==> config.mk <==
export PLATFORM = sky130hd
export DESIGN_NAME = blink_monitor_flat
export DESIGN_NICKNAME = d
export VERILOG_FILES = /design/src/rtl/blink_monitor_if.sv /design/src/rtl/blink_monitor.sv /design/src/flat_wrapper.sv
export SDC_FILE = /design/constraint.sdc
export NUM_CORES = 1
export LEC_CHECK = 0
export ABC_CLOCK_PERIOD_IN_PS = 2500
export CAP_MARGIN = 10
export CORE_MARGIN = 8
export CORE_UTILIZATION = 50
export DETAILED_ROUTE_END_ITERATION = 8
export HOLD_SLACK_MARGIN = 0.12
export PLACE_DENSITY_LB_ADDON = 0.15
export SETUP_SLACK_MARGIN = 0.02
export SLEW_MARGIN = 20
export SYNTH_ARGS = -nofsm -noshare
export SYNTH_HDL_FRONTEND = slang
export SYNTH_SLANG_ARGS = --single-unit
export TNS_END_PERCENT = 100
==> constraint.sdc <==
create_clock -name system1000 -period 2.5 [get_ports system1000]
set_clock_uncertainty 0.15 [all_clocks]
set_input_delay 0.5 -clock system1000 [delete_from_list [all_inputs] [get_ports system1000]]
set_output_delay 0.5 -clock system1000 [all_outputs]
set_load 0.005 [all_outputs]
==> src/rtl/blink_monitor_if.sv <==
// Signal bundle between a blink source and blink_monitor.
// The source drives blink_i and reads the measurement results.
interface blink_monitor_if #(
  parameter int CNT_W = 24
);
  logic             blink_i;
  logic             level_o;
  logic [CNT_W-1:0] period_o;
  logic [CNT_W-1:0] high_o;
  logic             valid_o;
  logic             locked_o;
  logic             stuck_o;

  modport master (
    output blink_i,
    input  level_o, period_o, high_o, valid_o, locked_o, stuck_o
  );

  modport slave (
    input  blink_i,
    output level_o, period_o, high_o, valid_o, locked_o, stuck_o
  );
endinterface

==> src/rtl/blink_monitor.sv <==
// Blink monitor: synchronizes a blink line and measures its period and high time.
// Define BLINK_MONITOR_DEBOUNCE_EN to filter level changes shorter than DEBOUNCE cycles.
//
// state  | meaning
// IDLE   | after reset, waiting for the first rising edge
// ARMED  | one rising edge seen, the period in progress is measurable
// LOCKED | at least one full period captured
// STUCK  | no rising edge within TIMEOUT cycles
module blink_monitor #(
  parameter int CNT_W    = 24,
  parameter int TIMEOUT  = 2**24 - 1,
  parameter int DEBOUNCE = 4
) (
  input  logic           system1000,
  input  logic           system1000_rst,
  blink_monitor_if.slave mon
);

  if (TIMEOUT < 2 || DEBOUNCE < 1 ||
      longint'(TIMEOUT) > ((longint'(1) << CNT_W) - 1)) begin : g_bad_params
    $fatal(1, "blink_monitor: illegal CNT_W/TIMEOUT/DEBOUNCE combination");
  end

  localparam logic [CNT_W-1:0] CNT_MAX   = '1;
  localparam logic [CNT_W-1:0] TIMEOUT_C = CNT_W'(TIMEOUT);

  typedef enum logic [1:0] {
    IDLE   = 2'd0,
    ARMED  = 2'd1,
    LOCKED = 2'd2,
    STUCK  = 2'd3
  } state_t;

  state_t           state;
  state_t           state_nxt;
  logic             s1;
  logic             s2;
  logic             level;
  logic             level_q;
  logic             rise;
  logic             timeout_hit;
  logic             capture;
  logic             locked;
  logic             stuck;
  logic [CNT_W-1:0] run_cnt;
  logic [CNT_W-1:0] hi_cnt;
  logic [CNT_W-1:0] period_r;
  logic [CNT_W-1:0] high_r;
  logic             valid_r;

  always_ff @(posedge system1000) begin
    if (system1000_rst) begin
      s1 <= 1'b0;
      s2 <= 1'b0;
    end else begin
      s1 <= mon.blink_i;
      s2 <= s1;
    end
  end

`ifdef BLINK_MONITOR_DEBOUNCE_EN
  localparam int             DB_W    = (DEBOUNCE > 1) ? $clog2(DEBOUNCE) : 1;
  localparam logic [DB_W-1:0] DB_LAST = DB_W'(DEBOUNCE - 1);

  logic [DB_W-1:0] db_cnt;

  // level follows s2 only once s2 has disagreed with it for DEBOUNCE edges in a row
  always_ff @(posedge system1000) begin
    if (system1000_rst) begin
      db_cnt <= '0;
      level  <= 1'b0;
    end else if (s2 == level) begin
      db_cnt <= '0;
    end else if (db_cnt == DB_LAST) begin
      db_cnt <= '0;
      level  <= s2;
    end else begin
      db_cnt <= db_cnt + DB_W'(1);
    end
  end
`else
  always_ff @(posedge system1000) begin
    if (system1000_rst) begin
      level <= 1'b0;
    end else begin
      level <= s2;
    end
  end
`endif

  always_ff @(posedge system1000) begin
    if (system1000_rst) begin
      level_q <= 1'b0;
    end else begin
      level_q <= level;
    end
  end

  assign rise        = level & ~level_q;
  assign timeout_hit = (run_cnt >= TIMEOUT_C);

  // Both counters restart at 1 so a capture on the next rise reads the exact cycle distance.
  always_ff @(posedge system1000) begin
    if (system1000_rst) begin
      run_cnt <= '0;
      hi_cnt  <= '0;
    end else if (rise) begin
      run_cnt <= CNT_W'(1);
      hi_cnt  <= CNT_W'(1);
    end else begin
      if (run_cnt != CNT_MAX) begin
        run_cnt <= run_cnt + CNT_W'(1);
      end
      if (level && (hi_cnt != CNT_MAX)) begin
        hi_cnt <= hi_cnt + CNT_W'(1);
      end
    end
  end

  always_ff @(posedge system1000) begin
    if (system1000_rst) begin
      state <= IDLE;
    end else begin
      state <= state_nxt;
    end
  end

  // A rise always takes priority over a timeout reached in the same cycle.
  always_comb begin
    state_nxt = state;
    case (state)
      IDLE: begin
        if (rise) begin
          state_nxt = ARMED;
        end else if (timeout_hit) begin
          state_nxt = STUCK;
        end
      end
      ARMED, LOCKED: begin
        if (rise) begin
          state_nxt = LOCKED;
        end else if (timeout_hit) begin
          state_nxt = STUCK;
        end
      end
      STUCK: begin
        if (rise) begin
          state_nxt = ARMED;
        end
      end
      default: state_nxt = IDLE;
    endcase
  end

  always_comb begin
    capture = 1'b0;
    locked  = 1'b0;
    stuck   = 1'b0;
    case (state)
      ARMED:   capture = rise;
      LOCKED: begin
        capture = rise;
        locked  = 1'b1;
      end
      STUCK:   stuck = 1'b1;
      default: ;
    endcase
  end

  always_ff @(posedge system1000) begin
    if (system1000_rst) begin
      period_r <= '0;
      high_r   <= '0;
      valid_r  <= 1'b0;
    end else begin
      valid_r <= capture;
      if (capture) begin
        period_r <= run_cnt;
        high_r   <= hi_cnt;
      end
    end
  end

  assign mon.level_o  = level;
  assign mon.period_o = period_r;
  assign mon.high_o   = high_r;
  assign mon.valid_o  = valid_r;
  assign mon.locked_o = locked;
  assign mon.stuck_o  = stuck;

endmodule
==> src/flat_wrapper.sv <==
// flat-port wrapper written by rule: the top's interface ports become plain ports
module blink_monitor_flat 
#(
  parameter int CNT_W    = 24,
  parameter int TIMEOUT  = 2**24 - 1,
  parameter int DEBOUNCE = 4
)
  (system1000, system1000_rst, mon_blink_i, mon_level_o, mon_period_o, mon_high_o, mon_valid_o, mon_locked_o, mon_stuck_o);
  blink_monitor_if #(.CNT_W(CNT_W)) mon_i ();
  input  logic system1000;
  input  logic system1000_rst;
  input wire logic [$bits(mon_i.blink_i)-1:0] mon_blink_i;
  output wire logic [$bits(mon_i.level_o)-1:0] mon_level_o;
  output wire logic [$bits(mon_i.period_o)-1:0] mon_period_o;
  output wire logic [$bits(mon_i.high_o)-1:0] mon_high_o;
  output wire logic [$bits(mon_i.valid_o)-1:0] mon_valid_o;
  output wire logic [$bits(mon_i.locked_o)-1:0] mon_locked_o;
  output wire logic [$bits(mon_i.stuck_o)-1:0] mon_stuck_o;
  assign mon_i.blink_i = mon_blink_i;
  assign mon_level_o = mon_i.level_o;
  assign mon_period_o = mon_i.period_o;
  assign mon_high_o = mon_i.high_o;
  assign mon_valid_o = mon_i.valid_o;
  assign mon_locked_o = mon_i.locked_o;
  assign mon_stuck_o = mon_i.stuck_o;
  blink_monitor #(.CNT_W(CNT_W), .TIMEOUT(TIMEOUT), .DEBOUNCE(DEBOUNCE)) u_core (.system1000(system1000), .system1000_rst(system1000_rst), .mon(mon_i));
endmodule
Word level (Yosys, flattened, before mapping)
Index checks and enable logic that the tools add are counted.

cells by class
  magnitude comparators = 1
  add/sub/neg operators = 2
  mux-type cells = 12
  reductions and logical operators = 6
  bitwise gates (word level) = 2
  equal/unequal tests = 6

operator list
  cell                                                                      number
  24-bit by 1-bit adder with 24-bit output (second input constant)          2
  24-bit inequality test (second input constant)                            2
  24-bit greater-or-equal comparator (second input constant)                1
  2-bit 2-to-1 mux                                                          4
  1-bit 2-to-1 mux                                                          7
  2-bit one-hot mux with 3 select lines                                     1
  2-bit equality test (second input constant)                               2
  2-bit nonzero test                                                        2
  2-bit OR reduction                                                        2
  2-bit by 1-bit equality test with 1-bit output (second input constant)    1
  2-bit logical NOT                                                         1
  2-bit by 1-bit inequality test with 1-bit output (second input constant)  1
  1-bit AND                                                                 1
  1-bit logical AND                                                         1
  1-bit NOT                                                                 1

word-level totals
  output and inout port bits = 52
  logic and storage cells = 41
  input bits = 3
  register bits after elaboration = 103

Logic depth before layout (Yosys ltp)
Gate-level depths: netlist of the first run.

  depth after elaboration = 4
  depth in mapped cells = 8
  mapped depth without buffers = 6

Least setup slack after synthesis of the first run
OpenSTA, ideal clock, no wires.

  path type = register to register
  start = register u_core.run_cnt[0]
  end = register u_core.run_cnt[15]
  path buffers = 2
  stages on the path, launching flop included = 9
  required time = 2.222 ns
  period minus slack after synthesis = 1.911 ns
  setup slack = 0.589 ns
  setup time = 0.128 ns
  arrival = 1.634 ns
  path through = dfxtp_1 > ha_1 > buf_2 > and3_1 > and4_1 > clkbuf_1 > nor4_1 > xnor2_1 > nor2_1

on the way
  longest elaborated chain between the ends = 1
  elaborated cells between the ends (all ways) = 2
  classes of those cells = 1 x add/sub; 1 x eq/ne

RTL lines
  what                                                                                       line                                        text
  start: declaration                                                                         blink_monitor.sv:45                         logic [CNT_W-1:0] run_cnt;
  start signal: assignment                                                                   blink_monitor.sv:112                        run_cnt <= run_cnt + CNT_W'(1);
  24-bit by 1-bit adder with 24-bit output / 24-bit inequality test (equally long branches)  blink_monitor.sv:112, blink_monitor.sv:111

Parallel ways exist; a longest one is shown, timed or not.
A chain may end at the register's enable or synchronous reset.

Worst setup path in the final report of the first run
  start = register u_core.state[0]
  end = output mon_stuck_o

on the way
  longest elaborated chain between the ends = 2

RTL lines
  what                      line                  text
  start: declaration        blink_monitor.sv:34   state_t state;
  start signal: assignment  blink_monitor.sv:124  state <= state_nxt;
  2-bit equality test       blink_monitor.sv:159  case (state)
  1-bit 2-to-1 mux          blink_monitor.sv:159
  end: declaration          flat_wrapper.sv:18    output wire logic [$bits(mon_i.stuck_o)-1:0] mon_stuck_o;

No other way between the ends.

==> results.md, run 1 <==
* Req. time, crit path at 1.85 ns
* Via count at 3714
* Top Ports at 55
* Post-synth EDFFs at 0
* CTS tree: done
* Delay-heaviest family, CP: buffers and inverters
* Status: completed
* Min-delay worst type: reg2reg
* Cell Chain, Critical Path: ha_1 -> clkdlybuf4s50_1
* Synth-to-Final Area Change at 18.4%
* Maxcap violations at 0
* Worst Setup EP: mon_stuck_o
* Core outline area at 8550 sq um
* Largest net degree at the start of global routing at 59
* First-pass GRT wire length at approximately 16 mm
* Critical Path Source Type: flop
* Final hold vios at 0
* Met1 global-route usage at 0.194
* Crit path depth at 2
* # rows at 34
* Worst endpoint data arrival time at 1.56 ns
* CP Buf/Inv Count at 1
* DRC violation count after routing at 0
* Most frequent cells in the layout: nand2_1 (119), dfxtp_1 (103), a21oi_1 (66), clkdlybuf4s50_1 (53), nor2_1 (34)
* RR Startpoint: u_core.run_cnt[0]
* Post-synthesis register bit count at 103
* Crit path capture type: output port
* Gate Count Post-Synth at 518
* Commonest non-fill, non-tap cell in the layout: nand2_1
* Mapped Area at between 4000 and 5000 sq um
* Post-CTS Hold Buffers at 0
* Post-route antenna net violation count at 0
* WS Path Type: reg2out
* Post-CTS sizing at 0
* Vias in the first global route at between 3000 and 4000
* Grt total ovfl at 0
* Maximum clock rate at 453 MHz
* Clk buf depth at 2
* Post-synth net total at about 530
* Post-DR wirelength/cell at 14.5 um
* Final wirelength at 9.79 mm
* IR drop worst, VDD at 263 uV
* Tcrit/Tclk final at 0.884
* Initial Util at 0.506
* RePlAce Congestion at 0.823
* TritonCTS buffer count at 9
* Post-CTS setup buffers at 0
* Largest fanout on the critical path at 4
* DP HPWL at about 6.7 mm
* Busiest metal layer after global routing: met2
* Design area at 5130 sq um
* Clock root cell: clkbuf_8
* # setup viols final at 0
* Clock share of power at 0.380
* Warnings from Yosys at 0
* Worst R2R Path Depth at 5
* # nets final at 571
* Final min period at about 2.2 ns
* Die Wd at 109 um
* CP max stage delay at 0.54 ns
* Port bufs at 54
* NetSw at 631 uW
* Share of cells above drive strength 1 at 0.0599
* Initial antenna violation count at 0
* DRT Pass-1 Iters at 4
* Sequential share of the synthesized area at 0.476
* GRT met3 Usage at 0.0301
* Die area at between 10000 and 15000 sq um
* GRT Total Usage at 0.168
* P per Cell Area at roughly 540 nW/um^2
* Slew @ Worst Pin at 0.611 ns
* Routed vias/inst at ~5.5
* Leakage at 1.66 nW
* Max_slew headroom at 0.593
* Sequential share of power at 0.594
* Comb pwr share at 0.026
* RSZ-0062 raised after global routing: no
* CTS sink count at ~100
* H-Tree Depth at 3
* Switching share of power at 0.226
* Syn_area_per_cell at 8.36 sq um
* Main synth FF type: dfxtp_1
* Reg clk slew, reported paths at roughly 0.1 ns
* Post-synthesis cell type count at 48
* Worst r2r dst: u_core.state[0]
* Antenna diode instance count at 0
* Final Max Slew Viols at 0
* Reg2reg setup slack at 0.30 ns
* Skew-Pair Late Insertion Delay at 0.37 ns
* Crit path launch: u_core.state[0]
* Fin Setup TNS at 0 ns
* Iteration-0 DRC count of the detailed router at 166
* DP Area at ~4900 sq um
* CP max stage cell: clkdlybuf4s50_1
* Die span in y at 109 um
* Int Pwr at between 2 and 2.5 mW
* Fraction of registers with async set or reset after synthesis at 0
* Total power draw at 2.79 mW
* Global Route met2 Usage at 0.298
[cell families after synthesis]
logic type	synth area share
AOI/OAI and AO/OA	0.130
xor gates and xnor gates	0.0607
adders and majority gates	0.0145
buffers and inverters	0.0355
DFF	0.476
muxes	0.00231
and+or+nand+nor	0.280
[cell type report]
class	count	area (sq um)
well taps	108	135
fillers	757	3420
repair buffers	63	603
clock inverters	5	57.6
inverters	3	11.3
clock buffers	11	141
multi-input cells	383	2120
flip-flops and latches	103	2060
[state kept, by name, summed over array words and instances (netlist names)]
register,flops
u_core.mon.period_o,24
u_core.run_cnt,24
u_core.hi_cnt,24
u_core.state,2
u_core.mon.level_o,1
u_core.s2,1
u_core.mon.valid_o,1
u_core.mon.high_o,24
u_core.level_q,1
u_core.s1,1
[Yosys cell counts, types with 7 or more instances]
library cell	n	share of area
a21oi_1	66	0.076
nand3_1	16	0.018
nor2_1	34	0.029
nor4_1	7	0.010
xnor2_1	14	0.028
and4_1	11	0.022
nor3_1	7	0.0081
clkbuf_1	18	0.016
nand4_1	13	0.019
nand2_1	119	0.10
dfxtp_1	103	0.48
o21ai_0	10	0.012
xor2_1	16	0.032
[worst min path at each step]
stage	from	slack [ns]	cells after the start	endpoint
floorplan	u_core.s2	0.26	1	u_core.mon.level_o
global placement	u_core.s2	0.28	1	u_core.mon.level_o
detailed placement	u_core.s1	0.28	1	u_core.s2
CTS	u_core.s1	0.30	1	u_core.s2
global route	u_core.s2	0.31	1	u_core.mon.level_o
finish	u_core.s2	0.29	1	u_core.mon.level_o
[per-stage QoR]
step                       util  std cells  setup WS [ns]  hold slack [ns]
after CTS                 0.599        676          0.247            0.301
final                     0.600        676          0.291            0.294
after global routing      0.600        676          0.103            0.311
after detailed placement  0.576        660          0.280            0.278
after floorplan               -        518          0.589            0.264
after global placement    0.576        660          0.390            0.275
[power groups by stage]
stage / sequential (mW) / clock [mW] / combinational (mW)
2_1_floorplan: 1.69 / 0 / 0.0509
3_3_place_gp: 1.69 / 0 / 0.0692
3_5_place_dp: 1.70 / 0 / 0.0716
4_1_cts: 1.66 / 1.08 / 0.0719
5_1_grt: 1.66 / 1.15 / 0.0798
6_report: 1.66 / 1.06 / 0.0716
[metal layers]
layer,share of wire,vias to the layer above,wire [um]
li1,-,1892,-
met1,0.43,1745,4240
met2,0.51,61,5000
met3,0.037,16,358
met4,0.019,0,187
met5,0,-,0
No activity file was read; power rests on OpenSTA's default activity.
==> inputs of run 2 (changes only) <==
- SLEW_MARGIN: 20 -> 30
==> results of run 2 <==
Final layout, timing and power as in run 1 (identical DEF).
